### src/rtl/ias_pkg.sv
// Shared definitions for the multi-channel IAS datapath.
//   - OP_* : per-channel operation encoding driven by the IAS controller
//   - frame_state_t : scan frame tracker states
package ias_pkg;

  localparam logic [1:0] OP_HOLD = 2'b00;
  localparam logic [1:0] OP_LOAD = 2'b01;
  localparam logic [1:0] OP_INC  = 2'b10;
  localparam logic [1:0] OP_DEC  = 2'b11;

  typedef enum logic {
    FR_IDLE  = 1'b0,
    FR_SHIFT = 1'b1
  } frame_state_t;

endpackage

### src/rtl/ias_chan.sv
// One W-bit IAS channel register.
// Ports:
//   clk, reset  : clock, synchronous active-high reset
//   load_val    : value taken on OP_LOAD
//   op          : channel operation (ias_pkg OP_*)
//   en          : functional update enable
//   scan_mode   : 1 = scan mode, functional path ignored
//   scan_shift  : shift one bit this edge (only used in scan mode)
//   scan_in     : bit entering at the MSB on a shift
//   q           : channel register
//   ovf         : registered pulse, previous INC/DEC left the W-bit range
//   scan_out    : bit leaving at the LSB (q[0])
module ias_chan
  import ias_pkg::*;
#(
  parameter int W    = 32,
  parameter int STEP = 1,
  parameter int SAT  = 0
) (
  input  logic         clk,
  input  logic         reset,
  input  logic [W-1:0] load_val,
  input  logic [1:0]   op,
  input  logic         en,
  input  logic         scan_mode,
  input  logic         scan_shift,
  input  logic         scan_in,
  output logic [W-1:0] q,
  output logic         ovf,
  output logic         scan_out
);

  localparam logic [W:0] STEP_X = (W+1)'(STEP);

  // One extra bit catches the carry out of INC and the borrow out of DEC.
  logic [W:0]   sum;
  logic [W:0]   diff;
  logic [W-1:0] q_next;
  logic         ovf_next;

  assign sum      = {1'b0, q} + STEP_X;
  assign diff     = {1'b0, q} - STEP_X;
  assign scan_out = q[0];

  always_comb begin
    // NOTE: every combinational output gets a default first so no path leaves it unassigned (no latch).
    q_next   = q;
    ovf_next = 1'b0;
    if (scan_mode) begin
      if (scan_shift) q_next = {scan_in, q[W-1:1]};
    end else if (en) begin
      case (op)
        OP_LOAD: q_next = load_val;
        OP_INC: begin
          ovf_next = sum[W];
          q_next   = (sum[W] && SAT != 0) ? '1 : sum[W-1:0];
        end
        OP_DEC: begin
          ovf_next = diff[W];
          q_next   = (diff[W] && SAT != 0) ? '0 : diff[W-1:0];
        end
        default: q_next = q;
      endcase
    end
  end

  always_ff @(posedge clk) begin
    // NOTE: registers use non-blocking assignments so all flops sample pre-edge values.
    if (reset) begin
      q   <= '0;
      ovf <= 1'b0;
    end else begin
      q   <= q_next;
      ovf <= ovf_next;
    end
  end

endmodule

### src/rtl/ias_datapath_mc.sv
// Multi-channel IAS datapath: C independent W-bit channels sharing one scan
// chain, plus a frame counter that pulses scan_done after C*W shifts.
// Ports:
//   clk, reset : clock, synchronous active-high reset
//   data_in    : load values, channel c = data_in[c*W +: W]
//   op         : per-channel op, channel c = op[2c +: 2]
//   reg_en     : per-channel functional update enable
//   data_out   : channel registers, channel c = data_out[c*W +: W]
//   ovf        : per-channel overflow pulse
//   sin, sout  : scan serial in / out (sout = data_out[0])
//   sen        : scan enable (blocks functional updates)
//   scan_ce    : shift strobe in scan mode
//   scan_done  : one-cycle pulse after a complete C*W-shift frame
module ias_datapath_mc
  import ias_pkg::*;
#(
  parameter int W    = 32,
  parameter int C    = 4,
  parameter int STEP = 1,
  parameter int SAT  = 0
) (
  input  logic           clk,
  input  logic           reset,
  input  logic [C*W-1:0] data_in,
  input  logic [2*C-1:0] op,
  input  logic [C-1:0]   reg_en,
  output logic [C*W-1:0] data_out,
  output logic [C-1:0]   ovf,
  input  logic           sin,
  output logic           sout,
  input  logic           sen,
  input  logic           scan_ce,
  output logic           scan_done
);

  localparam int FRAME_LEN = C * W;
  localparam int CNT_W     = $clog2(FRAME_LEN + 1);
  localparam logic [CNT_W-1:0] LAST = CNT_W'(FRAME_LEN - 1);

  logic [C-1:0] chain_bit;
  logic         shift;

  assign shift = sen & scan_ce;
  assign sout  = chain_bit[0];

  // Channel c takes its scan input from channel c+1's LSB; the top channel from sin.
  for (genvar c = 0; c < C; c++) begin : g_chan
    logic link_in;
    if (c == C - 1) begin : g_head
      assign link_in = sin;
    end else begin : g_link
      assign link_in = chain_bit[c+1];
    end

    ias_chan #(
      .W    (W),
      .STEP (STEP),
      .SAT  (SAT)
    ) u_chan (
      .clk        (clk),
      .reset      (reset),
      .load_val   (data_in[c*W +: W]),
      .op         (op[2*c +: 2]),
      .en         (reg_en[c]),
      .scan_mode  (sen),
      .scan_shift (shift),
      .scan_in    (link_in),
      .q          (data_out[c*W +: W]),
      .ovf        (ovf[c]),
      .scan_out   (chain_bit[c])
    );
  end

  frame_state_t     state, state_next;
  logic [CNT_W-1:0] count, count_next;
  logic             done_next;

  always_ff @(posedge clk) begin
    if (reset) begin
      state     <= FR_IDLE;
      count     <= '0;
      scan_done <= 1'b0;
    end else begin
      state     <= state_next;
      count     <= count_next;
      scan_done <= done_next;
    end
  end

  always_comb begin
    state_next = state;
    count_next = count;
    done_next  = 1'b0;
    if (!sen) begin
      // Leaving scan mode abandons any partial frame.
      state_next = FR_IDLE;
      count_next = '0;
    end else if (scan_ce) begin
      if (count == LAST) begin
        state_next = FR_IDLE;
        count_next = '0;
        done_next  = 1'b1;
      end else begin
        state_next = FR_SHIFT;
        count_next = count + 1'b1;
      end
    end
  end

endmodule
### config.mk
export PLATFORM = sky130hd
export DESIGN_NAME = ias_datapath_mc
export DESIGN_NICKNAME = d
export VERILOG_FILES = /design/src/rtl/ias_pkg.sv /design/src/rtl/ias_chan.sv /design/src/rtl/ias_datapath_mc.sv
export SDC_FILE = /design/constraint.sdc
export NUM_CORES = 1
export LEC_CHECK = 0
export BUFFER_PORTS_ARGS = -buffer_cell sky130_fd_sc_hd__buf_4
export CAP_MARGIN = 25
export CORE_MARGIN = 5
export CORE_UTILIZATION = 50
export CTS_BUF_LIST = sky130_fd_sc_hd__clkbuf_16
export CTS_CLUSTER_DIAMETER = 120
export DETAILED_ROUTE_END_ITERATION = 16
export PLACE_DENSITY = 0.73
export SLEW_MARGIN = 10
export SYNTH_ARGS = -nofsm -noshare
export SYNTH_HDL_FRONTEND = slang
export SYNTH_SLANG_ARGS = --single-unit
### constraint.sdc
create_clock -name clk -period 3.1 [get_ports clk]
set_input_delay 0 -clock clk [delete_from_list [all_inputs] [get_ports clk]]
set_output_delay 0 -clock clk [all_outputs]
set_load 0.01 [all_outputs]
==> results of run 1 <==
[layout make-up]
type	count	area, um^2	area share (%)
Sequential cell	141	2823	16.60
Timing Repair Buffer	431	3452	20.30
Inverter	44	166.4	0.9787
Clock buffer	17	425.4	2.502
Clock inverter	15	193.9	1.141
Multi-Input combinational cell	1532	9520	55.99
Tap cell	335	419.2	2.465
Antenna cell	1	2.502	0.01472
[worst min-delay path, stage by stage]
cell	delay (ns)
buf_4	0.08
nor2_1	0.03
a21oi_1	0.11
o21bai_1	0.07
a21oi_1	0.12
[power by group]
group,total [mW],switching [mW],internal (mW)
combinational,2.33,1.33,0.998
sequential,2.23,0.293,1.94
clock,2.28,0.932,1.35
total,6.84,2.55,4.28
[per-layer routing]
metal / wire [um] / up-vias / global-route usage (%)
met1: 23870 / 8152 / 50.08
met2: 25310 / 1206 / 55.98
met5: 0 / - / 0
met3: 6444 / 160 / 7.074
li1: - / 7809 / -
met4: 1851 / 0 / 13.20
[flip-flops by register name, indices dropped and copies added (netlist names)]
register,count
count,8
g_chan.u_chan.q,128
scan_done,1
g_chan.u_chan.ovf,4
[path summary, 6_finish.rpt]
kind | slack [ns] | to | start
setup / recovery | 0.18 | g_chan[0].u_chan.q[13]$_SDFFE_PP0P_ | g_chan[0].u_chan.q[5]$_SDFFE_PP0P_
hold / removal | 0.005 | g_chan[2].u_chan.q[4]$_SDFFE_PP0P_ | data_in[68]
setup reg to reg | 0.18 | g_chan[0].u_chan.q[13]$_SDFFE_PP0P_ | g_chan[0].u_chan.q[5]$_SDFFE_PP0P_
hold reg to reg | 0.53 | count[7]$_SDFFE_PP0P_ | count[7]$_SDFFE_PP0P_
[placed cells by master, fill, tap and decap left out, types with 12 or more instances in the layout]
cell,instances
buf_4,349
nor2_1,176
nand2_1,168
dfxtp_1,141
o21ai_0,115
a21oi_1,112
nand3_1,85
dlygate4sd3_1,80
nor3_1,79
nand4_1,48
nor4_1,47
inv_1,42
xnor2_1,40
o211ai_1,37
mux2i_1,37
or3_1,34
a211oi_1,34
a31oi_1,30
and3_1,27
xor2_1,26
o31ai_1,25
a221oi_1,23
nand2b_1,22
a22oi_1,20
and4_1,20
or4_1,18
clkbuf_16,17
o21a_1,15
a32oi_1,15
nor2b_1,15
o22ai_1,15
and2_1,13
o32ai_1,12
nand3b_1,12
o41ai_1,12
[cells by family (layout without fill, tap and decap cells)]
| group | count (synthesis) | in the layout | share of synthesized area (%) |
|---|---|---|---|
| DFF | 141 | 141 | 21.27 |
| AOI/OAI and AO/OA | 605 | 605 | 31.63 |
| muxes | 41 | 41 | 3.130 |
| xor gates and xnor gates | 66 | 66 | 4.355 |
| other | 0 | 1 | 0 |
| adders and majority gates | 9 | 9 | 0.8484 |
| buffers and inverters | 235 | 507 | 7.004 |
| and+or+nand+nor | 811 | 811 | 31.77 |
[metrics by stage]
stage          utilization (%)  hold slack (ns)
2_1_floorplan                -           0.1138
3_3_place_gp             59.55           0.2296
3_5_place_dp             59.55           0.2414
4_1_cts                  64.98         0.003536
5_1_grt                  65.06          0.02411
6_report                 65.06         0.004849
==> metrics.yaml, run 1 <==
arrival_ns: 3.30
outcome: "complete, no violations"
clk_latency_ns: 0.44
cts_num_sinks: 141
total_power_mw: 6.836
grt_antenna_before_repair: 1
timing.critical_path.cells: "or4_1 > nor4_1 > mux2i_1 > xnor2_1 > nand2_1 > a21oi_1 > dlygate4sd3_1"
fmax_ghz: 0.3429
synthDistinctLibCells: 84
io_pins: 279
syn_inst: 1908
syn_avg_cell_area_um2: 6.956
postSynth.asyncResetShare_pct: 0
viasPerCell: 6.887
initial_core_util_pct: 50.79
final_cell_count_no_fill: 2516
cts_resized: 0
synth_seq_cells: 141
syn_nets: 2062
fillers: 2368
vdd_drop_max_uv: 389.4
ctsHoldBuffers: 80
grt_pass1_wl_um: 90080
cts_tree: "done"
syn_area_mm2: 0.01327
drv_cap: 0
synthTopCellsByArea: "dfxtp_1 (21%), nor2_1 (5.0%), nand2_1 (4.8%), clkbuf_1 (4.5%), o21ai_0 (4.4%)"
overflow: 0
grtUsageTotal_pct: 36.15
cp.depth: 7
numCtsBuffers: 17
ys_seq_area_share_pct: 21.27
worst_pin_slew_ns: 0.9936
ff2ff_path_depth: 7
max_slew_margin_pct: 33.36
antenna_left: 0
dpl_cell_area_mm2: 0.01556
die-area_mm2: 0.02990
grt_max_degree: 63
cts_root_buf: "clkbuf_16"
syn_to_final_growth_pct: 28.10
post-route-period-util_pct: 94.08
rows: 59
drt_iter0_markers: 2136
min_path_type: "in2reg"
path_clk_slew_ns: 0.07
setup_viol: 0
slew_viol_final: 0
startpoint_type: "flop"
cp_data_required_time_ns: 3.49
path_delay_family: "simple AND/OR/NAND/NOR gates"
p_per_area_mw_per_mm2: 402.0
fin_ws_ns: 0.1836
die_width_um: 172.9
leakage_nw: 6.549
wl_um: 57470
gp_congestion: 0.9587
fp.dieH_um: 172.9
yosysMostFrequentCell: "nor2_1"
yosys_warnings: 0
vias: 17327
skew_ns: 0.01514
finalNetCount: 2321
cts_setup_buffers: 0
htree_num_levels: 4
path_class: "reg2reg"
stdcell_area_mm2: 0.01700
post-place-ws_ns: 0.2991
place_inst: 2401
synth_top_area_share_pct: 21.27
hold_path_depth: 5
crit_path_max_fanout: 12
synth_top_area_cell: "dfxtp_1"
fin_crit_ns: 2.916
cpPeakStageDelay_ns: 0.72
fin_tns_setup_ns: 0
dr.pass1.iters: 6
dp_hpwl_um: 40000
drive_above_1_share_pct: 18.94
slowest_stage: "or4_1"
synth_edf_count: 0
cp-end-kind: "flop"
crit_buf_inv: 1
portBuffers: 278
post-route-drc-count: 0
grt_pass1_vias: 16135
synth_common_cells: "nor2_1 (176), nand2_1 (168), clkbuf_1 (160)"
core_area_mm2: 0.02613
clk_path_buf_depth: 2
wire_per_inst_um: 22.84
rsz0062_at_grt: "no"
synthFlopType: "dfxtp_1"
hold_viol: 0
Note: power is estimated with default switching activity, not from simulation.
==> run 2: changes to the inputs <==
ABC_AREA = 1   (was not set)
PLACE_DENSITY = 0.72   (was 0.73)
==> run 2 against run 1 <==
Register-to-register slack better by 0.26 ns. Clock power down 3%. Synthesized cell count up 49%. Total power rose by 3.5%. First-iteration DRC count rose by 23%. Utilization fell by 3.4 points. Worst hold slack worse by 0.0021 ns. Clock-buffer cell count stayed put. Non-clock buffer count decreased by 41. Global-route usage is 3.2 points higher.
==> metrics.yaml, run 2 <==
outcome: "complete, no violations"
rows: 64  # +8.5%
dp_hpwl_um: 51140  # +28%
cts_root_buf: "clkbuf_16"
fmax_ghz: 0.3770  # +10%
overflow: 0  # unchanged
cts_tree: "done"
syn_inst: 2852  # +49%
finalNetCount: 3229  # +39%
ys_seq_area_share_pct: 18.16  # -3.1 points
clk_path_buf_depth: 2  # unchanged
largest_reg_flops: 128  # unchanged
cp-end-kind: "flop"
min_path_type: "in2reg"
arrival_ns: 3.07  # -0.23 ns
timing.critical_path.cells: "inv_1 > ha_1 > nand3_4 > nor2_2 > nand2_1 > o21ai_1 > nand2_1 > o211ai_1 > nand2_1 > a21oi_1 > dlygate4sd3_1"
fp.dieH_um: 186.3  # +7.7%
r2r_start: "g_chan[1].u_chan.q[0]$_SDFFE_PP0P_"
synthDistinctLibCells: 49  # -42%
rsz0062_at_grt: "no"
power_frac_clock_pct: 31.3  # -2.1 points
synthTopCellsByArea: "dfxtp_1 (18%), nand2_1 (17%), nand3_1 (12%), a21oi_1 (11%), nor2_1 (7.7%)"
grt_pass1_wl_um: 109200  # +21%
p_per_area_mw_per_mm2: 374.0  # -7.0%
skew_ns: 0.01167  # -0.003468 ns
yosys_warnings: 0  # unchanged
io_pins: 279  # unchanged
post-route-drc-count: 0  # unchanged
diodes: 0  # -1
dr.pass1.iters: 6  # unchanged
die_width_um: 186.3  # +7.7%
cpPeakStageDelay_ns: 0.55  # -0.17 ns
synth_top_area_cell: "dfxtp_1"
syn_nets: 3006  # +46%
wl_um: 70470  # +23%
leakage_nw: 7.849  # +20%
p_int_mw: 3.940  # -8.0%
switching_share_pct: 44.33  # +7.0 points
post-route-period-util_pct: 85.56  # -8.5 points
synth_common_cells: "nand2_1 (688), nand3_1 (383), a21oi_1 (345)"
synth_seq_cells: 141  # unchanged
portBuffers: 278  # unchanged
antenna_left: 0  # unchanged
syn_area_mm2: 0.01554  # +17%
grtUsageTotal_pct: 39.38  # +3.2 points
core_area_mm2: 0.03067  # +17%
path_clk_slew_ns: 0.08  # about the same
gp_congestion: 1.030  # +7.4%
vias: 21380  # +23%
hp-start: "data_in[110]"
setup_viol: 0  # unchanged
crit_buf_inv: 2  # +1
grt_max_degree: 144  # +130%
r2r_setup_slack_ns: 0.45  # +0.26 ns
path_class: "reg2reg"
most-common-layout-cells: "nand2_1 (688), nand3_1 (383), a21oi_1 (345), nor2_1 (317), buf_4 (298)"
postSynth.asyncResetShare_pct: 0  # unchanged
drive_above_1_share_pct: 15.06  # -3.9 points
grt_antenna_before_repair: 1  # unchanged
drv_cap: 0  # unchanged
htree_num_levels: 4  # unchanged
worst_pin_slew_ns: 1.043  # +0.04959 ns
reg.largest.list: "g_chan.u_chan.q: 128 flops, count: 8 flops, g_chan.u_chan.ovf: 4 flops"
path_delay_family: "buffers and inverters"
numCtsBuffers: 17  # unchanged
slew_viol_final: 0  # unchanged
yosysMostFrequentCell: "nand2_1"
synthFlopType: "dfxtp_1"
crit_path_max_fanout: 5  # -7
cts_resized: 0  # unchanged
startpoint_type: "flop"
comb_power_share_pct: 36.0  # +1.9 points
die-area_mm2: 0.03471  # +16%
initial_core_util_pct: 50.67  # -0.12 points
hold_viol: 0  # unchanged
viasPerCell: 6.137  # -11%
max_slew_margin_pct: 30.38  # -3.0 points
total_power_mw: 7.078  # +3.5%
syn_to_final_growth_pct: 21.76
fin_crit_ns: 2.652  # -0.2639 ns
final_cell_count_no_fill: 3484  # +38%
vdd_drop_max_uv: 418.9  # +7.6%
p_sw_mw: 3.138  # +23%
cp_data_required_time_ns: 3.51  # +0.02 ns
fin_tns_setup_ns: 0  # unchanged
crit_top_cell: "nand2_1"
layout_commonest_cell: "nand2_1"
synth_edf_count: 0  # unchanged
slowest_stage: "dlygate4sd3_1"
synth_top_area_share_pct: 18.16  # -3.1 points
cp-startpoint: "g_chan[1].u_chan.q[0]$_SDFFE_PP0P_"
drt_iter0_markers: 2621  # +23%
syn_avg_cell_area_um2: 5.449  # -22%
place_inst: 3362  # +40%
seqPwrFrac_pct: 32.7  # about the same
clk_latency_ns: 0.46  # +0.02 ns
cts_num_sinks: 141  # unchanged
wire_per_inst_um: 20.23  # -11%
grt_pass1_vias: 20057  # +24%
regMostFlops: "g_chan.u_chan.q"
[run 2: worst register-to-register path: cells and delay by family (launching register included)]
family | cells | cell delay (ns)
buffers and inverters | 2 | 0.85
AND/OR/NAND/NOR | 5 | 0.61
AO/OA/AOI/OAI | 3 | 0.43
flip-flops | 1 | 0.40
adder cells (fa/ha/maj) | 1 | 0.31
[run 2: final cells by class]
type | instances | area (um^2)
clock inverters | 15 | 173.9
well taps | 396 | 495.5
repair buffers | 390 | 3169
flip-flops and latches | 141 | 2823
fillers | 3058 | 11750
multi-input cells | 2271 | 10880
clock buffers | 17 | 425.4
inverters | 254 | 955.9
[run 2: repair_timing]
action | in CTS | in global routing
hold endpoints to repair | 87 | 0
setup buffers | 0 | 0
hold buffers | 90 | 0
[run 2: per-stage QoR]
stage	setup WS (ns)	cell area, um^2	utilization [%]	hold slack, ns
after floorplan	1.432	15540	-	0.08937
after global placement	0.8915	17420	56.80	0.2200
after detailed placement	0.9022	17420	56.80	0.2250
after CTS	0.4974	18920	61.70	0.0005852
after global routing	0.3163	18920	61.70	0.01316
final	0.4476	18920	61.70	0.002784
[run 2: cells by family (layout without fill, tap and decap cells)]
kind of cell	Yosys count	count (layout)	synth area share [%]
xor+xnor	12	12	0.6763
flops	141	141	18.16
compound gates	627	627	21.23
fa+ha+maj	9	9	0.7247
buf+inv	440	676	11.84
simple gates	1623	1623	47.36
[run 2: metal layers]
layer  global-route usage, %  share of wire [%]  vias to the layer above
met5                       0              0.016                        -
met4                   20.58                5.3                        2
met1                   51.77                 39                     9671
met3                   7.643                 11                      264
li1                        -                  -                     9994
met2                   61.34                 44                     1449
[run 2: path summary, 6_finish.rpt]
kind	end	depth (start not counted)
setup / recovery	g_chan[1].u_chan.q[16]$_SDFFE_PP0P_	11
hold / removal	g_chan[3].u_chan.q[14]$_SDFFE_PP0P_	5
hold reg to reg	count[6]$_SDFFE_PP0P_	2
setup reg to reg	g_chan[1].u_chan.q[16]$_SDFFE_PP0P_	11
[run 2: power groups by stage]
stage,Combinational (mW),Sequential [mW],Clock [mW]
CTS,2.48,2.29,2.22
floorplan,1.67,2.14,0
global placement,2.35,2.33,0
finish,2.55,2.32,2.21
global route,2.78,2.34,2.30
detailed placement,2.37,2.34,0
